$ cat config.mk
export PLATFORM = sky130hd
export DESIGN_NAME = uart_tx_fifo
export DESIGN_NICKNAME = d
export VERILOG_FILES = /design/src/rtl/uart_tx_fifo.sv
export SDC_FILE = /design/constraint.sdc
export NUM_CORES = 1
export LEC_CHECK = 0
export CAP_MARGIN = 0
export CORE_MARGIN = 1
export CORE_UTILIZATION = 45
export DETAILED_ROUTE_END_ITERATION = 7
export PLACE_DENSITY = 0.63
export SYNTH_ARGS = -nofsm -noshare
export SYNTH_HDL_FRONTEND = slang
export SYNTH_SLANG_ARGS = --single-unit
$ cat constraint.sdc
create_clock -name sys_clk -period 3.95 [get_ports sys_clk]
set_input_delay 0.5925 -clock sys_clk [delete_from_list [all_inputs] [get_ports sys_clk]]
set_output_delay 0.5925 -clock sys_clk [all_outputs]
set_load 0.03 [all_outputs]
$ cat src/rtl/uart_tx_fifo.sv
// uart_tx_fifo: byte FIFO feeding a UART transmitter (8N1 frames).
// Define UART_TX_PARITY_EN to append an even-parity bit (8E1 frames).
module uart_tx_fifo #(
  parameter int CLOCK_FREQ = 50_000_000,
  parameter int UART_BPS   = 10_000_000,
  parameter int FIFO_DEPTH = 16
) (
  input  logic                        sys_clk,
  input  logic                        sys_rst,
  input  logic [7:0]                  tx_data,
  input  logic                        tx_valid,
  output logic                        tx_ready,
  output logic                        uart_tx,
  output logic                        tx_busy,
  output logic                        tx_done,
  output logic [$clog2(FIFO_DEPTH):0] fifo_count
);

  localparam int BPS_CNT = CLOCK_FREQ / UART_BPS;
  localparam int AW      = $clog2(FIFO_DEPTH);
  localparam int CNTW    = AW + 1;
  localparam int CW      = (BPS_CNT > 2) ? $clog2(BPS_CNT) : 1;

  localparam logic [CW-1:0]   BIT_LAST = CW'(BPS_CNT - 1);
  localparam logic [CNTW-1:0] DEPTH_W  = CNTW'(FIFO_DEPTH);

  if (BPS_CNT < 2) begin : g_bps_chk
    $error("uart_tx_fifo: CLOCK_FREQ/UART_BPS must be at least 2");
  end

  if (FIFO_DEPTH < 2 || (FIFO_DEPTH & (FIFO_DEPTH - 1)) != 0)
  begin : g_depth_chk
    $error("uart_tx_fifo: FIFO_DEPTH must be a power of two >= 2");
  end

  typedef enum logic [2:0] {
    S_IDLE,
    S_START,
    S_DATA,
`ifdef UART_TX_PARITY_EN
    S_PARITY,
`endif
    S_STOP
  } state_t;

  state_t          state_q, state_d;
  logic [CW-1:0]   cnt_q, cnt_d;
  logic [2:0]      bit_q, bit_d;
  logic [7:0]      data_q, data_d;
  logic            tx_q, tx_d;
  logic [AW-1:0]   wr_q, wr_d;
  logic [AW-1:0]   rd_q, rd_d;
  logic [CNTW-1:0] count_q, count_d;
  logic [7:0]      mem_q [FIFO_DEPTH];

  logic            push;
  logic            pop;
  logic            bit_end;
  logic            fifo_empty;
  logic [2:0]      nxt_bit;
  logic [7:0]      head;

  assign fifo_empty = (count_q == '0);
  assign tx_ready   = !sys_rst && (count_q < DEPTH_W);
  assign push       = tx_valid && tx_ready;
  assign head       = mem_q[rd_q];
  assign bit_end    = (cnt_q == BIT_LAST);
  assign nxt_bit    = bit_q + 3'd1;

  assign uart_tx    = tx_q;
  assign tx_busy    = (state_q != S_IDLE);
  assign tx_done    = !sys_rst && (state_q == S_STOP) && bit_end;
  assign fifo_count = count_q;

  // Frame sequencer: bit timing, line level and FIFO pop requests.
  always_comb begin
    state_d = state_q;
    bit_d   = bit_q;
    data_d  = data_q;
    tx_d    = tx_q;
    pop     = 1'b0;
    if (state_q == S_IDLE || bit_end) begin
      cnt_d = '0;
    end else begin
      cnt_d = cnt_q + CW'(1);
    end
    unique case (state_q)
      S_IDLE: begin
        tx_d = 1'b1;
        if (!fifo_empty) begin
          pop     = 1'b1;
          state_d = S_START;
          data_d  = head;
          tx_d    = 1'b0;
        end
      end
      S_START: begin
        if (bit_end) begin
          state_d = S_DATA;
          bit_d   = 3'd0;
          tx_d    = data_q[0];
        end
      end
      S_DATA: begin
        if (bit_end) begin
          if (bit_q == 3'd7) begin
`ifdef UART_TX_PARITY_EN
            state_d = S_PARITY;
            tx_d    = ^data_q;
`else
            state_d = S_STOP;
            tx_d    = 1'b1;
`endif
          end else begin
            bit_d = nxt_bit;
            tx_d  = data_q[nxt_bit];
          end
        end
      end
`ifdef UART_TX_PARITY_EN
      S_PARITY: begin
        if (bit_end) begin
          state_d = S_STOP;
          tx_d    = 1'b1;
        end
      end
`endif
      S_STOP: begin
        if (bit_end) begin
          if (!fifo_empty) begin
            // Back-to-back frame: the next start bit follows at once.
            pop     = 1'b1;
            state_d = S_START;
            data_d  = head;
            tx_d    = 1'b0;
          end else begin
            state_d = S_IDLE;
            tx_d    = 1'b1;
          end
        end
      end
      default: begin
        state_d = S_IDLE;
        tx_d    = 1'b1;
      end
    endcase
  end

  // FIFO pointer and occupancy next-state.
  always_comb begin
    wr_d = push ? wr_q + AW'(1) : wr_q;
    rd_d = pop ? rd_q + AW'(1) : rd_q;
    unique case ({push, pop})
      2'b10:   count_d = count_q + CNTW'(1);
      2'b01:   count_d = count_q - CNTW'(1);
      default: count_d = count_q;
    endcase
  end

  // FSM state register.
  always_ff @(posedge sys_clk) begin
    if (sys_rst) begin
      state_q <= S_IDLE;
    end else begin
      state_q <= state_d;
    end
  end

  // Datapath and FIFO control registers.
  always_ff @(posedge sys_clk) begin
    if (sys_rst) begin
      cnt_q   <= '0;
      bit_q   <= '0;
      data_q  <= '0;
      tx_q    <= 1'b1;
      wr_q    <= '0;
      rd_q    <= '0;
      count_q <= '0;
    end else begin
      cnt_q   <= cnt_d;
      bit_q   <= bit_d;
      data_q  <= data_d;
      tx_q    <= tx_d;
      wr_q    <= wr_d;
      rd_q    <= rd_d;
      count_q <= count_d;
    end
  end

  // FIFO storage; pointers alone define which entries are live.
  always_ff @(posedge sys_clk) begin
    if (push) begin
      mem_q[wr_q] <= tx_data;
    end
  end

endmodule

==> results of run 1 <==
[sequential cells by signal, indices dropped and copies added, names as in the netlist, 2 cells and up, named ones only]
register    flops
state_q         2
data_q          8
cnt_q           3
mem_q         128
rd_q            4
wr_q            4
fifo_count      5
bit_q           3
[cells in the mapped netlist, drive strengths merged (4+ instances only)]
master / number / area share, %
mux4: 34 / 11
ha: 16 / 3.0
clkbuf: 10 / 0.56
nor2: 37 / 2.1
mux2i: 12 / 1.8
a22o: 10 / 1.3
xor2: 6 / 0.78
a211oi: 10 / 1.2
a22oi: 4 / 0.45
buf: 12 / 1.1
nor3: 11 / 0.82
nand2: 12 / 0.67
dfxtp: 34 / 10
a21oi: 11 / 0.93
edfxtp: 128 / 57
inv: 14 / 0.78
nor2b: 9 / 0.84
[placed cells by master, fill, tap and decap left out, types with 2 or more instances in the layout]
cell               n
o211ai_1           3
a211oi_1           9
xnor2_1            3
a21oi_2            2
ha_1              16
mux2i_1           12
nor2_1            36
clkinv_4           4
a21oi_1            9
nor3b_1            3
clkinvlp_4         4
nor2b_1            9
a22oi_1            4
mux4_2            34
inv_6              3
xor2_1             6
clkbuf_16         17
dfxtp_1           33
inv_1             14
a22o_1            10
clkdlybuf4s50_1   19
nand2b_1           2
mux2_2             2
buf_4              8
o21ai_0            3
or4_4              2
nand4_1            3
bufinv_16          2
a221oi_1           2
nor3_1            11
nand2_1           12
edfxtp_1         128
a2111oi_0          3
[worst paths after layout]
| path | startpoint | to | slack, ns | cells past startpoint |
|---|---|---|---|---|
| worst max register to register | state_q[1] | fifo_count[4] | 0.88 | 10 |
| worst min-delay path | data_q[7] | data_q[7] | 0.48 | 1 |
| worst max-delay path | state_q[1] | fifo_count[4] | 0.88 | 10 |
| worst min register to register | data_q[7] | data_q[7] | 0.48 | 1 |
[cell families after synthesis]
kind of cell | after synthesis
AOI/OAI and AO/OA | 53
adders and majority gates | 16
and+or+nand+nor | 86
DFF | 162
xor gates and xnor gates | 9
muxes | 48
buffers and inverters | 36
[metal layers]
layer  global-route usage (%)  up-vias  part of all wire [%]
met5                        0        -                     0
met4                    6.945        0                   1.2
met3                    4.095       12                   3.9
met2                    28.76       74                    50
met1                    24.15     1788                    45
li1                         -     1657                     -
[power breakdown]
| group | internal [W] | leakage (nW) | switching (W) |
|---|---|---|---|
| Combinational | 0.000450 | 0.774 | 0.000534 |
| Sequential | 0.00191 | 1.43 | 0.0000591 |
| Clock | 0.000937 | 0.271 | 0.000672 |
[worst reg2reg max path, stage by stage, from the launching register on]
cell and delay, ns:
dfxtp_1 0.39, ha_1 0.30, a31oi_2 0.17, a211oi_2 0.45
ha_1 0.46, xor2_1 0.18, ha_1 0.23, nor3_1 0.06
or4_4 0.42, a31o_1 0.24, a21oi_2 0.10
[metrics by stage]
stage / setup WS [ns] / cell area, µm²
after floorplan: 1.052 / 6721
after global placement: 0.8244 / 7089
after detailed placement: 0.7786 / 7089
after CTS: 0.8761 / 7674
after global routing: 0.6358 / 7674
final: 0.8815 / 7674
[final cells by class]
cell class	instances	share of cell area [%]
Multi-Input combinational cell	212	26.46
Inverter	14	0.6848
Timing Repair Buffer	27	3.261
Tap cell	184	3.000
Clock inverter	14	2.022
Sequential cell	162	58.98
Clock buffer	18	5.593
==> out/metrics.csv, run 1 <==
stage;metric;value;unit
global_route;first-pass GRT wire length;20420;µm
critical_path;Worst Path Max Fanout;10;
critical_path;Crit Path Class;flip-flop to flip-flop;
yosys;Post-Synth XOR/XNOR Area;1.173;%
timing;max-slew violations;0;
clock_tree;Post-CTS Hold Buffers;0;
global_route;gr ovfl total;0;
drt;Pre-antenna DRT Iters;4;
critical_path;WP data required;4.31;ns
finish;Filler Cell Count;1171;
floorplan;Starting Density;46.25;%
drt;DR WL/cell;20.38;µm
yosys;ys async rst share;0;%
finish;Core Util, Final;52.80;%
floorplan;die width;124.2;µm
global_route;largest net degree at the start of global routing;33;
timing;setup TNS;0;ns
yosys;EDFF count, synth;128;
finish;ratio of cells with drive above 1 in the final layout;18.79;%
drt;Via density;5.596;
global_route;total track usage;18.06;%
finish;diodes inserted;0;
clock_tree;H-tree levels;4;
timing;fin crit share;77.68;%
timing;final setup vio count;0;
critical_path;crit end category;flip-flop;
finish;area of the multi-input gates;2031;µm²
yosys;post-synthesis simple-gate area fraction;6.292;%
yosys;Synth Register Bits;162;
floorplan;die height;124.2;µm
critical_path;worst-path cell chain;ha_1, a31oi_2, a211oi_2, ha_1, xor2_1, ha_1, nor3_1, or4_4, a31o_1, a21oi_2;
floorplan;Placement Rows;44;
yosys;Synth Area in Compound Gates;6.255;%
clock_tree;clock buffer count from CTS;17;
timing;Fin Hold WS;0.4778;ns
drt;Post-route DRC;0;
placed_design;Final Wtd Congestion;0.8013;
finish;Final Non-Filler Cells;631;
global_route;antenna violations before repair;0;
yosys;sequential area share after synthesis;67.31;%
finish;Layout Nets;461;
clock_tree;clk slew on worst S/H paths;0.07;ns
yosys;Mapped Cells;410;
clock_tree;clock buffer depth;2;
critical_path;most used cell, CP;ha_1;
yosys;Synth Warn #;0;
drt;DRT Wirelength;12860;µm
timing;Max Clock Skew;0.009861;ns
yosys;Post-Synth Adder-Cell Area;2.978;%
timing;Slew HR;28.48;%
yosys;Cell variety after synth;46;
drt;Routed Antenna Nets;0;
placed_design;HPWL Detailed;8168;µm
power;VDD IR-drop max;0.3633;mV
critical_path;cell family with most CP delay;adder cells;
finish;synthesis-to-finish area growth;14.17;%
yosys;area of the mapped netlist;6721;µm²
clock_tree;number of post-CTS setup repair buffers;0;
yosys;mux cell area share after synthesis;13.51;%
drt;1st-iter DRT viols;186;
timing;FMAX;325.9;MHz
yosys;post-synthesis average cell area;16.39;µm²
clock_tree;CTS tree;built;
min_path;hold crit path type;flip-flop to flip-flop;
power;Tot Pwr;0.004567;W
power;Leakage;2.476;nW
critical_path;CP peak stage delay;0.46;ns
power;P per Cell Area;595.2;nW/µm²
timing;final hold violation count;0;
critical_path;CP Launch Type;flip-flop;
floorplan;CORE AREA;14530;µm²
floorplan;die area;15430;µm²
placed_design;Placed Instances;599;
yosys;Most used DFF post-synth;edfxtp_1;
yosys;Mapped Nets;437;
placed_design;port bufs;19;
global_route;vias in the first global route;3656;
clock_tree;post_cts resized;0;
timing;RSZ-0062 raised after global routing;no;
timing;worst-margin pin slew;1.071;ns
clock_tree;Worst-Skew Late Latency;0.42;ns
clock_tree;root buf cell;clkbuf_16;
flow_run;maxcap violations;0;
timing;Tmin final;3.068;ns
finish;Storage cell area;4526;µm²
outcome;outcome;finished, final reports clean;
yosys;largest family of logic cells by synthesized area;multiplexers;
clock_tree;clock sink count;162;
critical_path;slowest CP cell;ha_1;
floorplan;I/O pin cnt;20;
critical_path;Buf+Inv Stages, Crit Path;0;
drt;routed vias;3531;
critical_path;Critical Path AT;3.43;ns
Note: power is estimated with default switching activity, not from simulation.
==> run 2, diff against run 1 <==
- PLACE_DENSITY: 0.63 -> 0.66
- clock period: 3.95 -> 2.7 ns (I/O delays scaled with it)
==> out/metrics.csv, run 2 (same netlist as run 1, synthesis figures left out) <==
stage;metric;value;unit;change
outcome;outcome;finished, final reports clean;;
clock_tree;root buf cell;clkbuf_16;;
clock_tree;clock buffer count from CTS;17;;unchanged
timing;RSZ-0062 raised after global routing;no;;
timing;FMAX;387.0;MHz;+19%
floorplan;die area;15430;µm²;unchanged
floorplan;I/O pin cnt;20;;unchanged
floorplan;CORE AREA;14530;µm²;unchanged
critical_path;WP data required;3.06;ns;-1.25 ns
finish;Filler Cell Count;1189;;+1.5%
timing;max-slew violations;0;;unchanged
critical_path;worst-path cell chain;inv_1, ha_1, a211oi_4, ha_4, xor2_1, ha_1, nor3_1, or4_4, a31o_1, a21oi_2;;
timing;fin crit share;95.70;%;+18 points
finish;most common cell after layout, fill and taps aside;edfxtp_1;;
finish;ratio of cells with drive above 1 in the final layout;24.47;%;+5.7 points
finish;Reg with most FFs;mem_q;;
critical_path;Worst Path Max Fanout;5;;-5
global_route;largest net degree at the start of global routing;33;;unchanged
placed_design;port bufs;19;;unchanged
min_path;hold crit path type;flip-flop to flip-flop;;
finish;most frequent cells in the layout;128 x edfxtp_1, 36 x nor2_1, 34 x mux4_2, 31 x buf_4, 30 x dfxtp_1;;
clock_tree;clock buffer depth;2;;unchanged
clock_tree;Worst-Skew Late Latency;0.42;ns;about the same
floorplan;Starting Density;46.25;%;unchanged
critical_path;CP Launch Type;flip-flop;;
drt;1st-iter DRT viols;203;;+9.1%
critical_path;cell family with most CP delay;adder cells;;
floorplan;die width;124.2;µm;unchanged
finish;Final Non-Filler Cells;654;;+3.6%
power;VDD IR-drop max;0.5733;mV;+58%
global_route;vias in the first global route;3802;;+4.0%
critical_path;Buf+Inv Stages, Crit Path;1;;+1
timing;Tmin final;2.584;ns;-0.4847 ns
clock_tree;H-tree levels;4;;unchanged
critical_path;crit end category;flip-flop;;
finish;synthesis-to-finish area growth;17.31;%;
finish;Largest register FFs;128;;unchanged
finish;Layout Nets;484;;+5.0%
drt;Routed Antenna Nets;0;;unchanged
timing;worst-margin pin slew;0.8014;ns;-0.2699 ns
drt;DRT Wirelength;12690;µm;-1.3%
finish;Core Util, Final;54.25;%;+1.5 points
flow_run;maxcap violations;0;;unchanged
drt;routed vias;3619;;+2.5%
drt;DR WL/cell;19.41;µm;-4.8%
placed_design;Final Wtd Congestion;0.8497;;+6.0%
finish;final instance area;7885;µm²;+2.8%
critical_path;Critical Path AT;2.94;ns;-0.49 ns
power;Leakage;2.613;nW;+5.5%
clock_tree;clock sink count;162;;unchanged
floorplan;die height;124.2;µm;unchanged
drt;Post-route DRC;0;;unchanged
global_route;total track usage;17.96;%;-0.096 points
clock_tree;CTS tree;built;;
critical_path;slowest CP cell;or4_4;;
floorplan;Placement Rows;44;;unchanged
global_route;first-pass GRT wire length;20500;µm;+0.40%
finish;diodes inserted;0;;unchanged
timing;Slew HR;46.50;%;+18 points
drt;Via density;5.534;;-1.1%
placed_design;Placed Instances;621;;+3.7%
critical_path;most used cell, CP;ha_1;;
critical_path;CP peak stage delay;0.43;ns;-0.03 ns
finish;area of the multi-input gates;2058;µm²;+1.4%
timing;setup TNS;0;ns;unchanged
drt;Pre-antenna DRT Iters;6;;+2
timing;final hold violation count;0;;unchanged
placed_design;HPWL Detailed;8155;µm;-0.16%
placed_design;placed cell area;7288;µm²;+2.8%
timing;final setup vio count;0;;unchanged
finish;Storage cell area;4529;µm²;about the same
global_route;gr ovfl total;0;;unchanged
timing;Max Clock Skew;0.007507;ns;-0.002354 ns
power;P per Cell Area;865.5;nW/µm²;+45%
clock_tree;clk slew on worst S/H paths;0.07;ns;about the same
critical_path;Crit Path Class;flip-flop to flip-flop;;
global_route;antenna violations before repair;0;;unchanged
==> run 2: cell type report <==
type | instances | area share (%)
Clock buffer | 17 | 5.395
Clock inverter | 15 | 1.857
Inverter | 14 | 0.6665
Multi-Input combinational cell | 212 | 26.10
Sequential cell | 162 | 57.44
Tap cell | 184 | 2.920
Timing Repair Buffer | 50 | 5.617
==> run 2: worst paths after layout <==
| kind | from | endpoint | slack, ns | depth (start not counted) |
|---|---|---|---|---|
| setup reg to reg | state_q[0] | fifo_count[4] | 0.12 | 10 |
| hold / removal | data_q[4] | data_q[4] | 0.48 | 1 |
| hold reg to reg | data_q[4] | data_q[4] | 0.48 | 1 |
| setup / recovery | state_q[0] | fifo_count[4] | 0.12 | 10 |
==> run 2: metrics by stage <==
step | worst slack (ns) | hold WS, ns | power, W
finish | 0.1162 | 0.4782 | 0.006825
global route | 0.03214 | 0.4908 | 0.007144
CTS | 0.01082 | 0.4796 | 0.006832
detailed placement | -0.06598 | 0.4656 | 0.004512
global placement | 0.003577 | 0.4439 | 0.004475
floorplan | 0.01877 | 0.4370 | 0.004067
==> run 2: power breakdown <==
| part | switching (W) | internal (W) | total (W) |
|---|---|---|---|
| combinational | 0.000838 | 0.000782 | 0.00162 |
| clock | 0.00102 | 0.00130 | 0.00231 |
| sequential | 0.0000891 | 0.00280 | 0.00289 |
| total | 0.00194 | 0.00488 | 0.00682 |
==> run 2: repair_timing <==
item	CTS	global route
setup buffers	0	1
pin swaps	0	1
gates cloned	0	0
hold buffers	0	0
resized for setup	1	2
endpoints found under the setup margin	1	2
==> run 2: layer usage <==
metal  GRT usage [%]  vias up  share of wire, %
met4           6.804        0               2.1
met5               0        -                 0
met2           28.92       81                49
met3           4.310       17               3.5
li1                -     1704                 -
met1           23.63     1817                46
==> run 3, diff against run 2 <==
- CORE_UTILIZATION: 45 -> 55
- MAX_ROUTING_LAYER: unset -> met4
- PLACE_DENSITY: 0.66 -> 0.77
- clock period: 2.7 -> 2.1 ns (I/O delays scaled with it)
==> out/metrics.csv, run 3 (same netlist as run 1, synthesis figures left out) <==
stage;metric;value;unit;change
timing;worst-margin pin slew;0.7543;ns;-0.04711 ns
drt;DR WL/cell;21.44;µm;+10%
floorplan;I/O pin cnt;20;;unchanged
clock_tree;clock sink count;162;;unchanged
drt;Post-route DRC;0;;unchanged
finish;Largest register FFs;128;;unchanged
global_route;total track usage;23.83;%;+5.9 points
outcome;failing checks;negative setup slack;;
critical_path;R2R Setup Slk;-0.31;ns;-0.42 ns
timing;fin crit share;114.7;%;+19 points
clock_tree;root buf cell;clkbuf_16;;
power;VDD IR-drop max;0.9484;mV;+65%
power;net switching power;0.002460;W;+27%
floorplan;die area;12670;µm²;-18%
power;combinational fraction of design power;26.5;%;+2.8 points
placed_design;HPWL Detailed;8500;µm;+4.2%
critical_path;WP data required;2.45;ns;-0.61 ns
global_route;gr ovfl total;0;;unchanged
timing;Tmin final;2.408;ns;-0.1754 ns
flow_run;maxcap violations;0;;unchanged
critical_path;Crit Path Class;flip-flop to flip-flop;;
critical_path;CP peak stage delay;0.43;ns;about the same
global_route;vias in the first global route;3933;;+3.4%
power;sequential share of power;41.3;%;-1.1 points
clock_tree;H-tree levels;4;;unchanged
finish;Core Util, Final;67.22;%;+13 points
critical_path;worst-path cell chain;inv_4, ha_4, a211oi_4, ha_4, xor2_2, ha_2, nor3_1, or4_4, a31o_1, a21oi_2;;
drt;WL met3;602;µm;+34%
clock_tree;CTS tree;built;;
placed_design;Final Wtd Congestion;0.8342;;-1.8%
min_path;hold crit path type;flip-flop to flip-flop;;
global_route;first-pass GRT wire length;20960;µm;+2.3%
critical_path;Critical Path AT;2.76;ns;-0.18 ns
floorplan;Placement Rows;40;;-9.1%
timing;setup TNS;-0.5649;ns;-0.5649 ns
placed_design;port bufs;19;;unchanged
power;Clk pwr share;32.2;%;-1.7 points
critical_path;worst reg2reg startpoint;state_q[1];;
critical_path;most used cell, CP;ha_4;;
finish;diodes inserted;0;;unchanged
timing;Max Clock Skew;0.009836;ns;+0.002329 ns
power;sw frac;27.33;%;-1.1 points
outcome;outcome;finished with violations;;
clock_tree;Post-CTS Hold Buffers;0;;unchanged
critical_path;CP startpoint;state_q[1];;
finish;ratio of cells with drive above 1 in the final layout;29.55;%;+5.1 points
drt;wl on met1;5267;µm;-9.5%
power;P per Cell Area;1119;nW/µm²;+29%
global_route;largest net degree at the start of global routing;33;;unchanged
finish;synthesis-to-finish area growth;19.62;%;
critical_path;terminus of the critical flop-to-flop path;fifo_count[4];;
drt;Routed Antenna Nets;0;;unchanged
finish;Final Non-Filler Cells;631;;-3.5%
critical_path;Worst Path Max Fanout;4;;-1
critical_path;CP Launch Type;flip-flop;;
timing;final setup vio count;3;;+3
drt;WL met2;7505;µm;+22%
timing;final worst slack;-0.3084;ns;-0.4246 ns
power;Tot Pwr;0.009001;W;+32%
placed_design;Placed Instances;600;;-3.4%
timing;RSZ-0062 raised after global routing;yes;;
drt;DRT Wirelength;13530;µm;+6.6%
finish;Layout Nets;500;;+3.3%
drt;1st-iter DRT viols;374;;+84%
floorplan;die height;112.5;µm;-9.4%
floorplan;CORE AREA;11960;µm²;-18%
timing;final hold violation count;0;;unchanged
placed_design;Worst Setup Slack post-DPL;-0.4588;ns;-0.3929 ns
finish;Reg with most FFs;mem_q;;
clock_tree;clk slew on worst S/H paths;0.06;ns;about the same
critical_path;worst-case reg-to-reg path depth;10;;unchanged
global_route;antenna violations before repair;0;;unchanged
drt;routed vias;3738;;+3.3%
floorplan;die width;112.5;µm;-9.4%
critical_path;slowest CP cell;or4_4;;
finish;most frequent cells in the layout;128 x edfxtp_1, 46 x buf_4, 36 x nor2_1, 34 x mux4_2, 26 x dfxtp_1;;
timing;Slew HR;49.65;%;+3.1 points
power;Leakage;2.703;nW;+3.5%
timing;max-slew violations;0;;unchanged
clock_tree;clock buffer count from CTS;17;;unchanged
power;Int Pwr;0.006541;W;+34%
timing;FMAX;415.2;MHz;+7.3%
drt;Via density;5.924;;+7.1%
finish;most common cell after layout, fill and taps aside;edfxtp_1;;
critical_path;Worst setup endpoint;fifo_count[4];;
critical_path;crit end category;flip-flop;;
clock_tree;Worst-Skew Late Latency;0.42;ns;about the same
drt;Pre-antenna DRT Iters;4;;-2
floorplan;Starting Density;56.19;%;+9.9 points
drt;highest layer used for signal routing;met4;;
clock_tree;clock buffer depth;2;;unchanged
## run 3: repair_timing
item	4_1_cts	5_1_grt
endpoints found under the hold margin	0	0
gates resized for setup	4	4
setup buffers	1	0
setup endpoints to repair	5	5
pin swaps	5	0
## run 3: layer usage
layer | up-vias | track usage (%)
met5 | - | -
met4 | 0 | 7.822
met3 | 14 | 5.562
met2 | 111 | 42.06
met1 | 1882 | 26.68
li1 | 1731 | -
## run 3: final cells by class
type / instances / area (µm²)
tap: 147 / 183.9
multi-input combinational: 212 / 2138
timing repair buffer: 66 / 574.3
fill: 750 / 3921
sequential: 162 / 4539
clock buffer: 19 / 432.9
inverter: 14 / 55.05
clock inverter: 11 / 116.4
## run 3: critical path, delay by kind of cell, from the launching register on
family	cells	cell delay, ns
AO/OA/AOI/OAI	3	0.59
buffers and inverters	1	0.04
XOR/XNOR	1	0.16
AND/OR/NAND/NOR	2	0.49
adder cells (fa/ha/maj)	3	0.69
flip-flops	1	0.38
## run 3: how the worst min path moves through the flow
stage,start,to,cells after the start
final,data_q[6],data_q[6],1
after global routing,data_q[6],data_q[6],1
after CTS,data_q[6],data_q[6],1
after detailed placement,data_q[6],data_q[6],1
after global placement,data_q[6],data_q[6],1
after floorplan,tx_data[0],mem_q[0][0],0
## run 3: power by group through the flow
stage	clock network [W]	logic [W]	registers, W
2_1_floorplan	0	0.00153	0.00382
3_3_place_gp	0	0.00220	0.00377
3_5_place_dp	0	0.00229	0.00378
4_1_cts	0.00294	0.00234	0.00372
5_1_grt	0.00306	0.00258	0.00373
6_report	0.00290	0.00239	0.00372
## run 3: metrics by stage
stage               hold slack, ns  cell area [µm²]
detailed placement          0.4597             7448
CTS                         0.4755             8011
finish                      0.4760             8040
global route                0.5091             8040
floorplan                   0.4139             6825
global placement            0.4557             7448
